**src/rtl/reg_bank_pkg.sv**
```systemverilog
// Shared constants for the 32-entry MIPS-style register bank.
// Used by reg_bank, which optionally forwards writes to reads when REG_BANK_BYPASS_EN is defined.
package reg_bank_pkg;

   localparam int ADDR_W   = 5;
   localparam int NUM_REGS = 32;

   localparam logic [ADDR_W-1:0] REG_ZERO = 5'd0;
   localparam logic [ADDR_W-1:0] REG_SP   = 5'd29;
   localparam logic [ADDR_W-1:0] REG_30   = 5'd30;
   localparam logic [ADDR_W-1:0] REG_RA   = 5'd31;

   localparam int unsigned SP_RESET_DEFAULT = 227;

   // Register 0 is hardwired to zero, so it is the only index that never accepts data
   function automatic logic isWritable(input logic [ADDR_W-1:0] addr);
      return addr != REG_ZERO;
   endfunction

endpackage

```
**src/rtl/reg_bank.sv**
```systemverilog
// Register bank: 32 x DATA_W, two combinational read ports, one clocked write port.
// Define REG_BANK_BYPASS_EN to forward same-cycle write data onto matching read ports.
module reg_bank
   import reg_bank_pkg::*;
#(
   parameter int          DATA_W   = 32,
   parameter int unsigned SP_RESET = SP_RESET_DEFAULT
) (
   input  logic              clk,
   input  logic              reset,
   input  logic              reg_write,
   input  logic [ADDR_W-1:0] read_reg1,
   input  logic [ADDR_W-1:0] read_reg2,
   input  logic [ADDR_W-1:0] write_reg,
   input  logic [DATA_W-1:0] write_data,
   output logic [DATA_W-1:0] read_data1,
   output logic [DATA_W-1:0] read_data2
);

   logic [DATA_W-1:0] regs [NUM_REGS];

   // Reset clears everything except the stack pointer, which starts at SP_RESET;
   // reset also dominates any write presented on the same edge.
   always_ff @(posedge clk or posedge reset) begin
      if (reset) begin
         for (int i = 0; i < NUM_REGS; i++) begin
            regs[i] <= (i == int'(REG_SP)) ? DATA_W'(SP_RESET) : '0;
         end
      end else if (reg_write && isWritable(write_reg)) begin
         regs[write_reg] <= write_data;
      end
   end

   // Read port A: register 0 is forced to zero independently of the array contents
   always_comb begin
      read_data1 = (read_reg1 == REG_ZERO) ? '0 : regs[read_reg1];
`ifdef REG_BANK_BYPASS_EN
      if (!reset && reg_write && isWritable(write_reg) && (read_reg1 == write_reg)) begin
         read_data1 = write_data;
      end
`endif
   end

   // Read port B mirrors port A so both ports return identical data for the same index
   always_comb begin
      read_data2 = (read_reg2 == REG_ZERO) ? '0 : regs[read_reg2];
`ifdef REG_BANK_BYPASS_EN
      if (!reset && reg_write && isWritable(write_reg) && (read_reg2 == write_reg)) begin
         read_data2 = write_data;
      end
`endif
   end

endmodule

```
**config.mk**
```make
export PLATFORM = sky130hd
export DESIGN_NAME = reg_bank
export DESIGN_NICKNAME = d
export VERILOG_FILES = /design/src/rtl/reg_bank_pkg.sv /design/src/rtl/reg_bank.sv
export SDC_FILE = /design/constraint.sdc
export NUM_CORES = 2
export LEC_CHECK = 0
export BUFFER_PORTS_ARGS = -buffer_cell sky130_fd_sc_hd__buf_4
export CORE_MARGIN = 1
export CORE_UTILIZATION = 50
export CTS_CLUSTER_DIAMETER = 50
export DETAILED_ROUTE_END_ITERATION = 7
export PLACE_DENSITY = 0.79
export SLEW_MARGIN = 15
export SYNTH_ARGS = -nofsm -noshare
export SYNTH_HDL_FRONTEND = slang
export SYNTH_SLANG_ARGS = --single-unit
```
**constraint.sdc**
```tcl
create_clock -name clk -period 33.1 [get_ports clk]
set_input_delay 4.965 -clock clk [delete_from_list [all_inputs] [get_ports clk]]
set_output_delay 4.965 -clock clk [all_outputs]
set_load 0.1 [all_outputs]
```
==> impl_metrics.yaml <==
clocking:
  clkSinkCount: 1024
  cts_made_buffers: 107
  cts_resized: 0
  cts_root_buf: "clkbuf_16"
  clkSlewWorstSetupHoldPaths_ps: 60
  hold_buffers: 0
  clock_latency_ps: 700
  htreeDepth: 3
  clockBufferDepth: 3
  postCtsSetupBuffers: 0
  cts_tree: "built"
die:
  die_h_um: 333
  die_area_um2: 111000
  row_count: 120
  initial_core_util_pct: 50.8
  io_pins: 114
  fp.dieW_um: 333
  core_area_um2: 108000
synth:
  synth_area_per_cell_um2: 14.8
  synth-main-ff-cell: "dfrtp_1"
  synth-edff-count: 0
  async_flop_share_pct: 100
  yosys.cell_types.count: 48
  synth-seq-cells: 1024
  synth_cells: 3692
  syn_nets: 3742
  synth_area_um2: 54700
  ys_seq_area_share_pct: 46.8
  yosysWarnings: 0
cells_and_area:
  final_nets: 3625
  final_cells: 5067
  regMostFlops: "regs"
  final_common_cell: "mux2_2"
  syn_to_final_growth_pct: 9.45
  largest_reg_flops: 1024
  drive_above_1_share_pct: 51.3
  final_cell_mix: "1037 x mux2_2, 1019 x dfrtp_1, 397 x mux4_2, 271 x mux2i_1, 190 x buf_4"
  reg.largest.list: "regs x1024"
  fill_cells: 8335
pwr:
  clkPwrFrac_pct: 33.6
  combPwrFrac_pct: 22.0
  p_switching_w: 0.00111
  powerDensity_nw_per_um2: 63.1
  p_int_w: 0.00267
  seq_power_share_pct: 44.4
  p_sw_share_pct: 29.4
  ir_drop_mv: 0.0463
  leakage_nw: 26.0
critical_path:
  crit_path_end_kind: "primary output"
  path_max_fanout: 121
  start_kind: "input pin"
  crit_required_ps: 28130
  crit_type: "in2out"
  cp.arrival_ps: 9630
placement:
  gp_congestion: 0.835
  placed_cells: 4868
  io_buffers: 113
  place_hpwl_mm: 94.7
route:
  wl_mm: 171
  drt_iter0_markers: 4299
  via_per_inst: 7.13
  dr.pass1.iters: 5
  vias: 36100
  routedWlPerCell_um: 33.8
  drc: 0
  ant_nets: 0
timing:
  fin_skew_ps: 0
  drv_slew: 0
  hold_viol_final: 0
  tightest_slew_ps: 1440
  fin_tns_setup_ps: 0
  clock.fmax_mhz: 68.5
  finalSetupViolCount: 0
  period_minus_slack_ps: 14600
  rsz0062_at_grt: "no"
  slew_headroom_pct: 3.65
  period_share_pct: 44.1
grt:
  grt_max_degree: 141
  antenna_found_initial: 8
  grt_pass1_wl_mm: 253
  grt_pass1_vias: 36700
  grtUsageTotal_pct: 31.0
  grt-ovfl-total: 0
min_path:
  min_path_type: "reg2reg"
run_status:
  outcome: "complete, no violations"
flow_run:
  drv_cap: 0
-- Yosys cell counts, types with 8 or more instances --
cell / n / area, um^2
buf_2: 86 / 430
nand2_1: 41 / 154
a21oi_1: 43 / 215
buf_1: 47 / 176
clkbuf_1: 228 / 856
o221ai_1: 21 / 184
a22oi_1: 77 / 578
a2111oi_0: 29 / 254
buf_4: 23 / 173
dfrtp_1: 1019 / 25500
o32ai_1: 16 / 140
a22o_1: 42 / 368
nor4_1: 16 / 100
nor3_1: 33 / 165
nor2b_1: 42 / 263
mux4_2: 397 / 8940
nand3_1: 12 / 60.1
mux2i_1: 271 / 2710
a211oi_1: 37 / 278
o22ai_1: 40 / 250
mux2_2: 1037 / 11700
buf_6: 31 / 349
and2_1: 19 / 119
a311oi_1: 8 / 70.1
nor2_1: 21 / 78.8
-- routing by layer --
layer	track usage [%]	vias to the layer above	wire length (um)
met1	41.2	19300	64900
met3	9.63	538	20100
met4	14.6	12	8620
li1	-	14000	-
met5	0	-	81
met2	46.5	2214	77600
-- stage by stage --
stage / power, W / instance area [um^2] / setup WS, ps / util, % / hold WS [ps]
final: 0.00378 / 59900 / 18500 / 55.6 / 398
after global routing: 0.00391 / 59900 / 18220 / 55.6 / 413
after CTS: 0.00377 / 59800 / 18510 / 55.5 / 401
after detailed placement: 0.00251 / 56100 / 18510 / 52.1 / 386
after global placement: 0.00247 / 56100 / 18460 / 52.1 / 380
after floorplan: 0.00231 / 54700 / 14030 / - / 441
-- critical path: stages --
cell and delay (ps):
buf_8 580, buf_12 690, buf_4 760, mux4_2 600, a22o_1 250, a2111oi_0 890, a311oi_1 250, buf_4 330
-- worst paths after layout --
check | slack (ps) | from | depth (start not counted) | to
min | 400 | regs[999] | 0 | regs[999]
min reg2reg | 400 | regs[999] | 0 | regs[999]
max | 18500 | read_reg1[0] | 8 | read_data1[5]
min in group asynchronous | 4360 | reset | 2 | regs[952]
max reg2reg | 32260 | regs[532] | 1 | regs[532]
max in group asynchronous | 25740 | reset | 5 | regs[974]
-- kinds of logic after synthesis --
family          Yosys count  share of synthesized area (%)
flops                  1024                           46.8
compound gates          326                           4.47
simple gates            207                           2.04
mux                    1705                           42.6
buf+inv                 430                           4.01
-- power groups by stage --
stage / Clock (W) / Combinational (W) / Sequential [W]
floorplan: 0 / 0.000678 / 0.00163
global placement: 0 / 0.000798 / 0.00167
detailed placement: 0 / 0.000821 / 0.00169
CTS: 0.00128 / 0.000826 / 0.00167
global route: 0.00133 / 0.000877 / 0.00170
finish: 0.00127 / 0.000831 / 0.00168
-- final cells by class --
cell class	count	area, um^2	area share, %
Timing Repair Buffer	201	1610	2.69
Clock inverter	55	688	1.15
Antenna cell	3	7.51	0.0125
Tap cell	1403	1760	2.93
Multi-Input combinational cell	2238	27200	45.3
Inverter	3	15.0	0.0251
Clock buffer	140	3030	5.05
Sequential cell	1024	25600	42.8
Power figures use the tool's default switching activity.
